[src/rtl/maj_popcount_act_if.sv]
// Handshake bundle between the XNOR-majority stage, the popcount/activation
// block and its downstream consumer.
interface maj_popcount_act_if #(
  parameter int CW = 4
);
  logic          in_valid;
  logic          m;
  logic          in_ready;
  logic [CW-1:0] thr;
  logic          clr;
  logic          out_valid;
  logic          out_ready;
  logic [CW-1:0] out_count;
  logic          out_act;

  modport master (
    output in_valid, m, thr, clr, out_ready,
    input  in_ready, out_valid, out_count, out_act
  );

  modport slave (
    input  in_valid, m, thr, clr, out_ready,
    output in_ready, out_valid, out_count, out_act
  );
endinterface

[src/rtl/maj_popcount_act.sv]
// Accumulates N majority bits per neuron into a popcount and compares it
// against a threshold latched with the first bit to form a binary activation.
module maj_popcount_act #(
  parameter int N  = 9,
  parameter int CW = 4
) (
  input  logic                clk,
  input  logic                rst_n,
  maj_popcount_act_if.slave   bus
);

  localparam int IW = (N > 2) ? $clog2(N) : 1;

  logic [IW-1:0] idx_q, idx_d;
  logic [CW-1:0] acc_q, acc_d;
  logic [CW-1:0] thr_q, thr_d;
  logic          out_valid_q, out_valid_d;
  logic [CW-1:0] out_count_q, out_count_d;
  logic          out_act_q, out_act_d;

  logic          last_idx;
  logic          accept;
  logic          out_fire;
  logic [CW-1:0] sum;

  assign last_idx = (idx_q == IW'(N - 1));
  // Only a final bit has to wait for a held result; earlier bits keep flowing.
  assign bus.in_ready = !(out_valid_q && !bus.out_ready && last_idx);
  assign accept       = bus.in_valid && bus.in_ready && !bus.clr;
  assign out_fire     = out_valid_q && bus.out_ready;
  assign sum          = acc_q + CW'(bus.m);

  always_comb begin
    idx_d       = idx_q;
    acc_d       = acc_q;
    thr_d       = thr_q;
    out_valid_d = out_valid_q;
    out_count_d = out_count_q;
    out_act_d   = out_act_q;

    if (bus.clr) begin
      idx_d = '0;
      acc_d = '0;
    end else if (accept) begin
      if (idx_q == '0) begin
        thr_d = bus.thr;
        acc_d = CW'(bus.m);
        idx_d = IW'(1);
      end else if (last_idx) begin
        idx_d = '0;
        acc_d = '0;
      end else begin
        acc_d = sum;
        idx_d = idx_q + IW'(1);
      end
    end

    // A final bit landing on the consume cycle replaces the result in place.
    if (accept && last_idx) begin
      out_valid_d = 1'b1;
      out_count_d = sum;
      out_act_d   = (sum >= thr_q);
    end else if (out_fire) begin
      out_valid_d = 1'b0;
    end
  end

  always_ff @(posedge clk or negedge rst_n) begin
    if (!rst_n) begin
      idx_q       <= '0;
      acc_q       <= '0;
      thr_q       <= '0;
      out_valid_q <= 1'b0;
      out_count_q <= '0;
      out_act_q   <= 1'b0;
    end else begin
      idx_q       <= idx_d;
      acc_q       <= acc_d;
      thr_q       <= thr_d;
      out_valid_q <= out_valid_d;
      out_count_q <= out_count_d;
      out_act_q   <= out_act_d;
    end
  end

  assign bus.out_valid = out_valid_q;
  assign bus.out_count = out_count_q;
  assign bus.out_act   = out_act_q;

endmodule

[src/flat_wrapper.sv]
// flat-port wrapper written by rule: the top's interface ports become plain ports
module maj_popcount_act_flat 
#(
  parameter int N  = 9,
  parameter int CW = 4
)
  (clk, rst_n, bus_in_valid, bus_m, bus_thr, bus_clr, bus_out_ready, bus_in_ready, bus_out_valid, bus_out_count, bus_out_act);
  maj_popcount_act_if #(.CW(CW)) bus_i ();
  input  logic clk;
  input  logic rst_n;
  input wire logic [$bits(bus_i.in_valid)-1:0] bus_in_valid;
  input wire logic [$bits(bus_i.m)-1:0] bus_m;
  input wire logic [$bits(bus_i.thr)-1:0] bus_thr;
  input wire logic [$bits(bus_i.clr)-1:0] bus_clr;
  input wire logic [$bits(bus_i.out_ready)-1:0] bus_out_ready;
  output wire logic [$bits(bus_i.in_ready)-1:0] bus_in_ready;
  output wire logic [$bits(bus_i.out_valid)-1:0] bus_out_valid;
  output wire logic [$bits(bus_i.out_count)-1:0] bus_out_count;
  output wire logic [$bits(bus_i.out_act)-1:0] bus_out_act;
  assign bus_i.in_valid = bus_in_valid;
  assign bus_i.m = bus_m;
  assign bus_i.thr = bus_thr;
  assign bus_i.clr = bus_clr;
  assign bus_i.out_ready = bus_out_ready;
  assign bus_in_ready = bus_i.in_ready;
  assign bus_out_valid = bus_i.out_valid;
  assign bus_out_count = bus_i.out_count;
  assign bus_out_act = bus_i.out_act;
  maj_popcount_act #(.N(N), .CW(CW)) u_core (.clk(clk), .rst_n(rst_n), .bus(bus_i));
endmodule
[config.mk]
export PLATFORM = sky130hd
export DESIGN_NAME = maj_popcount_act_flat
export DESIGN_NICKNAME = d
export VERILOG_FILES = /design/src/rtl/maj_popcount_act_if.sv /design/src/rtl/maj_popcount_act.sv /design/src/flat_wrapper.sv
export SDC_FILE = /design/constraint.sdc
export NUM_CORES = 1
export LEC_CHECK = 0
export ABC_AREA = 1
export BUFFER_PORTS_ARGS = -buffer_cell sky130_fd_sc_hd__buf_2
export CORE_UTILIZATION = 49
export DETAILED_ROUTE_END_ITERATION = 16
export GPL_ROUTABILITY_DRIVEN = 0
export GPL_TIMING_DRIVEN = 0
export PLACE_DENSITY = 0.73
export SLEW_MARGIN = 40
export SYNTH_ARGS = -nofsm -noshare
export SYNTH_HDL_FRONTEND = slang
export SYNTH_SLANG_ARGS = --single-unit
[constraint.sdc]
create_clock -name clk -period 1.66 [get_ports clk]
set_input_delay 0.083 -clock clk [delete_from_list [all_inputs] [get_ports clk]]
set_output_delay 0.083 -clock clk [all_outputs]
set_load 0.01 [all_outputs]
# Word level (Yosys, flattened, before mapping)
# Index checks and enable logic that the tools add are counted.
# W data, S select, Z words.
[word_totals] regBits=18 input_bits=10 output_inout_bits=7 wordCells=34
[op_classes] addsub=2 n_lt_le_gt_ge=1 bitwise_logic=1 muxes=10 n_eq_ne=1 reduce_logical=13
[ops] operator="$mux W4" n=8
[ops] operator="$logic_and A1 B1 Y1" n=6
[ops] operator="$add A4 B1 Y4" n=1
[ops] operator="$add A4 B1 Y4 const B" n=1
[ops] operator="$eq A4 B4 Y1 const B" n=1
[ops] operator="$ge A4 B4 Y1" n=1
[ops] operator="$logic_not A4 Y1" n=1
[ops] operator="$reduce_bool A2 Y1" n=2
[ops] operator="$logic_not A1 Y1" n=3
[ops] operator="$reduce_and A3 Y1" n=1
[ops] operator="$mux W1" n=2
[ops] operator="$not A1 Y1" n=1

# Logic depth before layout (Yosys ltp)
[logic_depth] ltp_word=8 depth_mapped=12 mapped_depth_nobuf=12

# Worst setup path after synthesis
# Ideal clock, no wire load.
[synth_path] kind="register to register" start="reg u_core.acc_q[0]" end="reg u_core.out_act_q, in the netlist u_core.bus.out_act" setup_ns=0.116 t_required_ns=1.544 stages_incl_launch_ff=13 n_path_buf=0 setup_slack_ns=-0.169 period_less_slack_ns=1.829 t_arrival_ns=1.712 path_cell_list="dfrtp_1 > ha_1 > ha_1 > or2_2 > nand2_1 > inv_1 > ha_1 > nand2_1 > inv_1 > nand3_1 > nand3_1 > nand2_1 > nand2_1"
[synth_via] elab_chain_cells=2
[synth_lines] element="start: declaration" line_no="maj_popcount_act.sv:15" source="logic [CW-1:0] acc_q, acc_d;"
[synth_lines] element="start signal: assignment" line_no="maj_popcount_act.sv:71" source="acc_q <= '0;"
[synth_lines] element="start signal: assignment" line_no="maj_popcount_act.sv:78" source="acc_q <= acc_d;"
[synth_lines] element="$add A4 B1 Y4" line_no="maj_popcount_act.sv:31" source="assign sum = acc_q + CW'(bus.m);"
[synth_lines] element="named net u_core.sum[2]" line_no="maj_popcount_act.sv:24" source="logic [CW-1:0] sum;"
[synth_lines] element="$ge A4 B4 Y1" line_no="maj_popcount_act.sv:62" source="out_act_d = (sum >= thr_q);"
[synth_lines] element="end signal: assignment" line_no="maj_popcount_act.sv:82" source="out_act_q <= out_act_d;"
[synth_lines] element="end: declaration" line_no="maj_popcount_act.sv:19" source="logic out_act_q, out_act_d;"
# The timed path passes the listed nets, and every way through them passes these cells.
# A chain may end at the register's enable or synchronous reset.

# Worst setup path after layout
# Ends and elaborated chain as after synthesis.

==> run metrics <==
buffer levels on the longest clock path=2; I/O pin count=17; Die Wd=48.7 µm; worst r2r src=u_core.acc_q[0]$_DFFE_PN0P_; endpoint of the worst register-to-register path=u_core.bus.out_act$_DFFE_PN0P_; met1 Track Usage GR=0.294; number of diodes added for antenna fixing=0; Setup crit start kind=register; Overall Power=0.00100 W; VDD IR max=0.608 mV; required time of the critical path=1910 ps; antenna violations before repair=0; CTS tree=done; area added between synthesis and finish=27.4%; worst endpoint data arrival time=around 2000 ps; library cell occupying the most area in the post-synthesis netlist=sky130_fd_sc_hd__dfrtp_1; CP Class=reg2reg; sequential share of the synthesized area=0.421; clock-pin slew on the worst setup and hold paths=between 100 and 150 ps; pin count of the biggest net entering global routing=19; grt total ovfl=0; number of standard-cell rows in the floorplan=16; TritonCTS sink count=18; DP Wirelength=between 1500 and 2000 µm; Hold Crit Endpoint=u_core.thr_q[1]$_DFFE_PN0P_; flop-to-flop setup slack=-110 ps; vertical die dimension=48.7 µm; source-to-sink clock delay at the later pin of the worst-skew pair=300 ps; most used cells in the layout excluding fill and tap cells=sky130_fd_sc_hd__nand2_1 (37), sky130_fd_sc_hd__inv_1 (21), sky130_fd_sc_hd__buf_2 (17), sky130_fd_sc_hd__dfrtp_1 (17), sky130_fd_sc_hd__nand3_1 (15); met3 usage in global routing=0.0314; Detailed Routing Iterations Pass 1=5; synth top area cells=sky130_fd_sc_hd__dfrtp_1 (42%), sky130_fd_sc_hd__nand2_1 (14%), sky130_fd_sc_hd__ha_1 (9.4%); Final Max Tran Viols=0; drt initial violations=18; count of cell types in the netlist=21; Clk Tree Root Cell=sky130_fd_sc_hd__clkbuf_4; CTS HTree Levels=1; routed length per instance=between 10 and 15 µm; max-slew headroom at the worst pin=0.719; Final Hold Fails=0; final cell area excluding filler cells=between 1000 and 1500 µm²; instance count of the mapped netlist=135; Crit. End Element=register; met2 layer usage reported by global route=0.345; setup ws final=-106 ps; max-capacitance violation count=0; final routed wirelength across all metal layers=2310 µm; Storage cell area=452 µm²; Min-Delay Startpoint=bus_thr[1]; violations in the final reports=negative setup slack; area of the multi-input gates=606 µm²; filler cell count=164; worst hold margin=14.9 ps; Hold Crit Class=in2reg; wire length of the first global-routing pass=3920 µm; initial core utilization=0.534; highest clock frequency the design can meet=about 0.57 GHz; result of the run=finished with violations; cell depth of the worst min-delay path=3; worst clock skew=3.38 ps; power density cells=~730 nW/µm²; full die area=2370 µm²; via count=956; Post-Synthesis Mean Instance Area=7.92 µm²; fraction of layout instances using a drive strength above 1=0.321; actual transition at the worst max-transition pin=between 400 and 500 ps; commonest non-fill, non-tap cell in the layout=sky130_fd_sc_hd__nand2_1; antenna viol nets, final=0; leakage=0.749 nW; via count normalized by instance count=5.06; post-detailed-placement cell area=1200 µm²; number of global-route vias before repair=859; Tmin final=1770 ps; Setup-failing EPs final=1; Core Footprint=2000 µm²; routing layer with the top usage in global route=met2; Tot GR Track Use=0.213; post-synthesis sequential element count=18; largest driver fanout on the critical path=2; synthesized net count=153; worst r2r path cells=12; clock buffers created by TritonCTS=3; Total Nets Final=181; warnings from Yosys=0; drc violations=0; RSZ-0062 raised after global routing=yes; post-synthesis instance area=roughly 1100 µm²; sum of negative setup slack=-106 ps; Synth top area share=0.421; number of I/O port buffers=16; Period Utilization, post-route=1.06
## cells by family after synthesis
family	count (synthesis)	synth area share
simple gates	69	0.323
buf+inv	26	0.0936
flops	18	0.421
compound gates	14	0.0690
fa+ha+maj	8	0.0936
## timing repair
item / in CTS / in global routing
resized for setup: 8 / 4
hold buffers: 1 / 0
endpoints found under the hold margin: 18 / 0
pin swaps: 6 / 1
buffers inserted: 2 / 4
endpoints found under the setup margin: 1 / 6
## Yosys cell counts (all sizes together)
cell	instances
nand2	43
nor2	3
o21ai	13
or2	1
nand4	4
clkinv	1
nand3	18
inv	24
ha	8
dfrtp	18
a21oi	1
buf	1
## state kept, by name, summed over array words and instances (netlist names)
signal and cells:
u_core.acc_q 4, u_core.bus.out_count 4, u_core.idx_q 4, u_core.thr_q 4, u_core.bus.out_act 1, u_core.bus.out_valid 1
## area by class of cell
class                           count  share of cell area
Buffer                              1             0.00367
Clock buffer                        4              0.0266
Inverter                           25              0.0698
Multi-Input combinational cell     91               0.444
Sequential cell                    18               0.331
Tap cell                           27              0.0248
Timing Repair Buffer               23              0.0992
## per-layer routing
metal,vias to the layer above,share of wire
met4,0,0.012
met3,4,0.038
met5,-,0
met2,22,0.50
li1,488,-
met1,442,0.45
## metrics by stage
stage	setup WS, ps	cells	util
after floorplan	-62.1	135	-
after global placement	-131	178	0.601
after detailed placement	-171	178	0.601
after CTS	-75.4	185	0.658
after global routing	-188	189	0.681
final	-106	189	0.681
## how the worst max path moves through the flow
| stage | to | startpoint | slack [ps] | depth (start not counted) |
|---|---|---|---|---|
| finish | u_core.bus.out_act$_DFFE_PN0P_ | u_core.acc_q[0]$_DFFE_PN0P_ | -110 | 12 |
| global route | u_core.bus.out_act$_DFFE_PN0P_ | u_core.acc_q[0]$_DFFE_PN0P_ | -190 | 12 |
| CTS | u_core.bus.out_act$_DFFE_PN0P_ | u_core.acc_q[0]$_DFFE_PN0P_ | -80 | 12 |
| detailed placement | u_core.bus.out_act$_DFFE_PN0P_ | u_core.acc_q[0]$_DFFE_PN0P_ | -170 | 12 |
| global placement | u_core.bus.out_act$_DFFE_PN0P_ | u_core.acc_q[0]$_DFFE_PN0P_ | -130 | 12 |
| floorplan | u_core.bus.out_act$_DFFE_PN0P_ | u_core.acc_q[0]$_DFFE_PN0P_ | -60 | 12 |
## worst max-delay path, cell delays in order (launching register included)
cell and delay [ps]:
sky130_fd_sc_hd__dfrtp_1 430, sky130_fd_sc_hd__ha_4 190, sky130_fd_sc_hd__ha_4 150, sky130_fd_sc_hd__or2_4 220, sky130_fd_sc_hd__nand2_2 70, sky130_fd_sc_hd__inv_2 50, sky130_fd_sc_hd__ha_4 260, sky130_fd_sc_hd__nand2_2 50
sky130_fd_sc_hd__inv_2 50, sky130_fd_sc_hd__nand3_2 70, sky130_fd_sc_hd__nand3_2 70, sky130_fd_sc_hd__nand2_1 50, sky130_fd_sc_hd__nand2_1 60
## where the power goes
| group | internal, W | switching [W] | total (W) |
|---|---|---|---|
| Sequential | 0.000468 | 0.0000207 | 0.000488 |
| Clock | 0.000134 | 0.000146 | 0.000279 |
| Combinational | 0.000100 | 0.000132 | 0.000232 |
Power figures use the tool's default switching activity.
